$ cat src/rtl/if_stage.sv
// -----------------------------------------------------------------------------
// if_stage -- instruction fetch stage
//
// Holds the program counter and a small instruction memory. The memory is
// written by the debug unit's program loader and read with zero latency at the
// current PC. A two-state FSM (RUN / HALTED) stops fetching after an all-ones
// HALT word has been fetched and advanced. Only a reset leaves HALTED.
//
// Parameters
//   DATA_WIDTH  instruction / PC width (default 32)
//   MEM_DEPTH   instruction memory depth in words (default 64, power of two)
//   ADDR_W      derived: $clog2(MEM_DEPTH)
//
// Ports
//   i_clock          single clock, all state updates on the rising edge
//   i_reset          synchronous, active-high reset
//   i_enable         run enable from the debug unit (continuous or single step)
//   i_if_id_burbuja  stall from the hazard unit, PC is held
//   i_pc_src         take the branch/jump redirect on i_pc_target
//   i_pc_target      redirect byte address
//   i_wr_en          program-load write strobe
//   i_wr_addr        program-load word address
//   i_wr_data        program-load word
//   o_instruccion    fetched instruction toward IF_ID (0 while halted)
//   o_pc             PC+4 of the fetched instruction toward IF_ID
//   o_halt           high while the FSM is in HALTED
//   o_fetch_count    number of instructions fetched and advanced (wraps)
//   o_dbg_state      FSM state (0 = RUN, 1 = HALTED) for debug and checkers
//
// Configuration
//   IF_STAGE_FLUSH_EN  when defined, the fetched word is squashed to 0 in any
//                      cycle where a redirect is taken (wrong-path squash).
//                      When undefined the fetched word passes unchanged, which
//                      gives delay-slot semantics.
//
// Handshake: there is no valid/ready pair. A fetch "advances" on every rising
// edge where the FSM is in RUN, i_enable is high and i_if_id_burbuja is low;
// in any other cycle the PC and the fetch counter are held.
// -----------------------------------------------------------------------------
module if_stage #(
    parameter int  DATA_WIDTH = 32,
    parameter int  MEM_DEPTH  = 64,
    localparam int ADDR_W     = $clog2(MEM_DEPTH)
) (
    input  logic                  i_clock,
    input  logic                  i_reset,
    input  logic                  i_enable,
    input  logic                  i_if_id_burbuja,
    input  logic                  i_pc_src,
    input  logic [DATA_WIDTH-1:0] i_pc_target,
    input  logic                  i_wr_en,
    input  logic [ADDR_W-1:0]     i_wr_addr,
    input  logic [DATA_WIDTH-1:0] i_wr_data,
    output logic [DATA_WIDTH-1:0] o_instruccion,
    output logic [DATA_WIDTH-1:0] o_pc,
    output logic                  o_halt,
    output logic [31:0]           o_fetch_count,
    output logic                  o_dbg_state
);

    // -------------------------------------------------------------------------
    // Declarations
    // -------------------------------------------------------------------------
    typedef enum logic {
        ST_RUN    = 1'b0,
        ST_HALTED = 1'b1
    } state_t;

    state_t                  state;
    logic [DATA_WIDTH-1:0]   pc;
    logic [DATA_WIDTH-1:0]   pc_plus4;
    logic [DATA_WIDTH-1:0]   pc_next;
    logic [ADDR_W-1:0]       rd_idx;
    logic [DATA_WIDTH-1:0]   fetched;
    logic                    advance;
    logic                    halt_hit;
    logic                    squash;

    logic [DATA_WIDTH-1:0]   mem [MEM_DEPTH];

    // -------------------------------------------------------------------------
    // Fetch datapath
    // -------------------------------------------------------------------------
    // Word index drops the byte offset; the upper PC bits are simply ignored,
    // so any PC beyond the memory wraps modulo MEM_DEPTH.
    assign rd_idx   = pc[ADDR_W+1:2];
    assign fetched  = mem[rd_idx];
    assign pc_plus4 = pc + DATA_WIDTH'(4);

    assign advance  = (state == ST_RUN) && i_enable && !i_if_id_burbuja;

    // A taken redirect outranks the HALT word: the HALT sits on the wrong path
    // (or in the delay slot) and must not stop the machine.
    assign halt_hit = advance && !i_pc_src && (fetched == {DATA_WIDTH{1'b1}});

`ifdef IF_STAGE_FLUSH_EN
    assign squash = advance && i_pc_src;
`else
    assign squash = 1'b0;
`endif

    // -------------------------------------------------------------------------
    // PC next-value selection, highest priority first:
    //   halted > disabled > stalled > redirect > HALT fetched > sequential
    // A redirect that arrives during a stall is dropped on purpose; the
    // decode stage keeps asserting it until the stall clears.
    // -------------------------------------------------------------------------
    always_comb begin
        pc_next = pc_plus4;
        if (state == ST_HALTED) begin
            pc_next = pc;
        end else if (!i_enable) begin
            pc_next = pc;
        end else if (i_if_id_burbuja) begin
            pc_next = pc;
        end else if (i_pc_src) begin
            pc_next = i_pc_target;
        end else if (halt_hit) begin
            // PC stays on the HALT word so o_pc keeps showing its PC+4.
            pc_next = pc;
        end
    end

    // -------------------------------------------------------------------------
    // FSM, PC and fetch counter. Reset wins over every PC update, including
    // stalls and redirects in the same cycle.
    // -------------------------------------------------------------------------
    always_ff @(posedge i_clock) begin
        if (i_reset) begin
            state         <= ST_RUN;
            pc            <= '0;
            o_fetch_count <= '0;
        end else begin
            pc <= pc_next;
            if (advance) begin
                // The HALT fetch itself is counted.
                o_fetch_count <= o_fetch_count + 32'd1;
            end
            case (state)
                ST_RUN: begin
                    if (halt_hit) begin
                        state <= ST_HALTED;
                    end
                end
                ST_HALTED: begin
                    state <= ST_HALTED;
                end
                default: begin
                    state <= ST_RUN;
                end
            endcase
        end
    end

    // -------------------------------------------------------------------------
    // Program-load port. Memory has no reset so a program survives a reset,
    // and loads are accepted in any state. A write to the word currently being
    // fetched shows the old word this cycle and the new one from the next.
    // -------------------------------------------------------------------------
    always_ff @(posedge i_clock) begin
        if (i_wr_en) begin
            mem[i_wr_addr] <= i_wr_data;
        end
    end

    // -------------------------------------------------------------------------
    // Outputs
    // -------------------------------------------------------------------------
    always_comb begin
        o_instruccion = fetched;
        if (state == ST_HALTED || squash) begin
            o_instruccion = '0;
        end
    end

    assign o_pc        = pc_plus4;
    assign o_halt      = (state == ST_HALTED);
    assign o_dbg_state = state;

endmodule

$ cat config.mk
export PLATFORM = sky130hd
export DESIGN_NAME = if_stage
export DESIGN_NICKNAME = d
export VERILOG_FILES = /design/src/rtl/if_stage.sv
export SDC_FILE = /design/constraint.sdc
export NUM_CORES = 2
export LEC_CHECK = 0
export ABC_AREA = 1
export CAP_MARGIN = 20
export CORE_UTILIZATION = 45
export DETAILED_ROUTE_END_ITERATION = 6
export GPL_TIMING_DRIVEN = 1
export SYNTH_ARGS = -nofsm -noshare
export SYNTH_HDL_FRONTEND = slang
export SYNTH_SLANG_ARGS = --single-unit
$ cat constraint.sdc
create_clock -name i_clock -period 7.4 [get_ports i_clock]
set_input_delay 1.48 -clock i_clock [delete_from_list [all_inputs] [get_ports i_clock]]
set_output_delay 1.48 -clock i_clock [all_outputs]
set_load 0.1 [all_outputs]
### Word level (Yosys, flattened, before mapping)

Memories as Yosys holds them, arrays and structs flattened. A register that Yosys moved wholly into a read port is not among the register bits.
Cells that the tools add are included.

| word-level totals | value |
|---|---|
| bits in registers | 65 |
| word-level logic and storage cells | 26 |
| output and inout bits | 98 |
| memory bits (writable) | 2048 |
| memories kept | 1 |

| cells by class | value |
|---|---|
| $add $sub $neg | 2 |
| mux-type cells | 9 |
| reduce and logical (&&, ||, !) cells | 7 |
| bitwise operators | 2 |
| equal/unequal tests | 2 |

Memories:

| name | depth | bits a word | rd ports | clocked after Yosys merged registers in | write ports | line | text |
|---|---|---|---|---|---|---|---|
| mem | 64 | 32 | 1 | 1 | 1 | 79 | `logic [DATA_WIDTH-1:0] mem [MEM_DEPTH];` |

Operator list:

| cell | number |
|---|---|
| 2-to-1 mux 32 bit | 3 |
| adder 32 x 1 -> 32 bit, second input constant | 1 |
| adder 32 x 3 -> 32 bit, second input constant | 1 |
| == test 32 bit, second input constant | 1 |
| 2-to-1 mux 6 bit | 2 |
| logical AND 1 bit | 4 |
| AND reduction 4 bit | 1 |
| 2-to-1 mux 1 bit | 3 |
| zero test 1 bit | 2 |
| inequality test 2 bit, second input constant | 1 |
| inverter 1 bit | 2 |
| case mux 1 bit (2 select lines) | 1 |

### Longest topological paths before layout

| depth | value |
|---|---|
| word-level depth | 9 |
| depth in mapped cells | 22 |

### Least setup slack after synthesis

Ideal clock, no wire load.

| timing path | value |
|---|---|
| kind | input to register |
| from | in i_wr_en |
| to | mem mem[48][0] (enable) |
| cell stages on the path | 3 |
| setup time | 0.502 ns |
| required time | 6.898 ns |
| arrival time | 5.108 ns |
| buffers on the path | 1 |
| path slack | 1.790 ns |
| cells stage by stage | clkbuf_1 -> nand4_1 -> nor4_1 |

| between the ends | value |
|---|---|
| word-level cells in the longest chain between the ends | 2 |

Ends and longest elaborated chain:

| element | line | text |
|---|---|---|
| start, declared | 51 | `input logic i_wr_en,` |
| 2-to-1 mux 1 bit | 161 | `if (i_wr_en) begin` |
| 2-to-1 mux 1 bit (implied by the code) | 162 | `mem[i_wr_addr] <= i_wr_data;` |
| end, declared | 79 |  |

No other way between the ends.

==> metrics.md <==
| Metric | Value |
|---|---|
| Area occupied by multi-input gates | `0.0210 mm²` |
| Yosys top cell area share | `71.4%` |
| Initial antenna violation count | `5` |
| Number of placement rows | `160` |
| Final Critical Period | `6.46 ns` |
| DRC viols | `0` |
| Die ar. | `0.193 mm²` |
| Ports | `174` |
| Period utilization | `87.3%` |
| Register area | `0.0629 mm²` |
| Core Area | `0.190 mm²` |
| Routed wire length | `248000 µm` |
| Post-synthesis sequential area ratio | `73.0%` |
| Total GRT Usage | `25.4%` |
| Setup Skew | `0.0593 ns` |
| Warnings, synthesis | `0` |
| Clk pwr share | `40.2%` |
| LEAKAGE | `34.1 nW` |
| CTS tree | `yes` |
| Post-CTS Setup Bufs | `0` |
| RSZ-0062 raised after global routing | `no` |
| Worst hold path class | `flop to flop` |
| Die Ht | `440 µm` |
| DR vias | `57800` |
| Main synth FF type | `edfxtp_1` |
| Largest cells by area after synthesis | `edfxtp_1, nand3_1, nand2_1, dfxtp_1, buf_2` |
| Total congestion overflow | `0` |
| NetSw | `0.00659 W` |
| Internal Power | `0.0197 W` |
| Adder-cell area share of the yosys netlist | `0.0290%` |
| Number of max-cap violations | `0` |
| # clock sinks | `2119` |
| Wire per inst | `24.5 µm` |
| Most frequent cell after synthesis | `nand2_1` |
| Gpl congestion | `0.827` |
| Status | `complete, no violations` |
| CP arrival | `4.98 ns` |
| Max H-tree Level | `4` |
| Die X | `440 µm` |
| Ratio of cells with drive above 1 in the final layout | `7.78%` |
| FF+latch count, synth | `2119` |
| Main combinational cell family by area after synthesis | `simple AND/OR/NAND/NOR gates` |
| Flop pwr share | `50.7%` |
| Clock-pin slew on the worst setup and hold paths | `0.06 ns` |
| Combinational Power Share | `9.2%` |
| Initial Utilization | `45.3%` |
| Net Sw Frac | `25.1%` |
| Syn nets | `7451` |
| Post-synth ARST share | `0%` |
| Slew @ Worst Pin | `1.17 ns` |
| Mean Syn Cell Area | `11.7 µm²` |
| Startpoint types | `flop` |
| Largest net degree at the start of global routing | `210` |
| Via density | `5.70` |
| Syn Inst Count | `7373` |
| First drt pass iteration count | `6` |
| Commonest cells in the netlist | `nand2_1, edfxtp_1, nand3_1, buf_2, nor2_1` |
| Vias in the first global route | `54900` |
| Post-route cell area | `0.0975 mm²` |
| Met3 wire len | `19800 µm` |
| DRT met1 WL | `104000 µm` |
| Total CTS buffers | `214` |
| Count of cell types in the netlist | `33` |
| Detailed Route Iter0 Violations | `6434` |
| Fmax | `0.155 GHz` |
| Max IR drop VDD | `0.213 mV` |
| DP Cell Count | `9742` |
| Pwr/cell area | `269 mW/mm²` |
| Xor and xnor area share after synthesis | `0.335%` |
| Endpoint class of the critical path | `output pin` |
| Cts hold-fix bufs | `0` |
| Detailed-placement wirelength estimate | `129000 µm` |
| Slew Viols, Final | `0` |
| DP Area | `0.0906 mm²` |
| Clock Tree Root | `clkbuf_16` |
| Worst-case clock buffer depth | `3` |
| Worst EP required | `5.92 ns` |
| Max Used Layer | `met5` |
| Antenna viol nets, final | `0` |
| Nets@finish | `7535` |
| Mapped Area | `0.0862 mm²` |
| Post-synth EDFFs | `2048` |
| DR WL met2 | `116000 µm` |
| Critical path class | `flop to output pin` |
| Worst-Skew Late Latency | `0.88 ns` |
| Synth Area in Compound Gates | `0.563%` |
| Finished Layout Cells | `10100` |
| Total power | `0.0262 W` |
| CTS-repair resized insts | `0` |
| P&R area growth vs syn | `13.2%` |
| Port Buffers | `173` |
| Filler cells | `16300` |
| Total Neg Setup Slack | `0 ns` |
| Fin. Hold Viols | `0` |
| Top cell type by total area after synthesis | `edfxtp_1` |
| Final hold slack | `0.462 ns` |
| First-pass GRT wire length | `364000 µm` |
| Simple-Gate Fraction of Synth Area | `22.8%` |
| Mux cell area share after synthesis | `0.151%` |
| Slew HR | `22.1%` |
| # setup viols final | `0` |
| Critical Path Fanout Max | `209` |
## routing by layer
| metal | up-vias | GRT usage [%] |
|---|---|---|
| li1 | 26200 | - |
| met1 | 28500 | 35.7 |
| met5 | - | 0 |
| met2 | 2580 | 40.6 |
| met4 | 2 | 8.62 |
| met3 | 464 | 3.52 |
## layout make-up
type                    instances  area share [%]
flip-flops and latches       2119            64.5
multi-input cells            4679            21.6
clock buffers                 255            5.65
repair buffers                344            3.33
well taps                    2511            3.22
clock inverters               136            1.28
inverters                      99           0.419
diodes                          4          0.0103
## cells in the final DEF (no fill, tap or decap), drive strengths merged, types with 4 or more instances in the layout
master and instances:
nor2 209, nand4 24, a21oi 49, bufinv 15, nand3 1939, o22ai 6
mux2i 13, clkdlybuf4s50 120, clkinv 117, xor2 27, buf 224, nand2 2319
diode 4, inv 102, dfxtp 71, clkbuf 255, nor4 19, o21a 7
o21ai 30, nor3 22, edfxtp 2048, xnor2 6
## power by group through the flow
stage               Clock [W]  Sequential (W)  Combinational [W]
global route           0.0111          0.0133            0.00258
detailed placement          0          0.0136            0.00239
CTS                    0.0107          0.0133            0.00239
floorplan                   0          0.0135            0.00153
global placement            0          0.0136            0.00237
finish                 0.0105          0.0133            0.00241
## stage by stage
| stage | utilization (%) | setup WS (ns) |
|---|---|---|
| after global placement | 47.6 | 1.92 |
| after floorplan | - | 1.79 |
| after CTS | 51.2 | 0.988 |
| final | 51.3 | 0.936 |
| after detailed placement | 47.6 | 1.92 |
| after global routing | 51.3 | 0.744 |
## cell families after synthesis
group	count (synthesis)
AOI/OAI and AO/OA	92
muxes	13
DFF	2119
buffers and inverters	575
adders and majority gates	2
xor gates and xnor gates	33
and+or+nand+nor	4539
## flip-flops by register name, summed over array words and instances (netlist names), named ones only
register       cells
mem             2048
pc                32
o_dbg_state        1
o_fetch_count     32
## worst max-delay path: stages (launching register included)
cell and delay (ns):
dfxtp_4 0.56, inv_16 0.56, buf_12 0.38, nand2_1 0.09
nand3_1 0.08, nand3_1 0.08, nand3_1 0.12, nand3_1 0.19
nand3_1 0.20, nand2_1 0.09, nor2_1 0.17, clkdlybuf4s50_1 1.18
## final timing paths
path / cells past startpoint / startpoint / to / slack [ns]
max: 11 / flop / o_instruccion[10] / 0.94
min: 2 / o_fetch_count[20]$_SDFFE_PP0P_ / o_fetch_count[20]$_SDFFE_PP0P_ / 0.46
max reg2reg: 20 / flop / flop / 2.11
min reg2reg: 2 / o_fetch_count[20]$_SDFFE_PP0P_ / o_fetch_count[20]$_SDFFE_PP0P_ / 0.46
(Power assumes the default switching activity.)
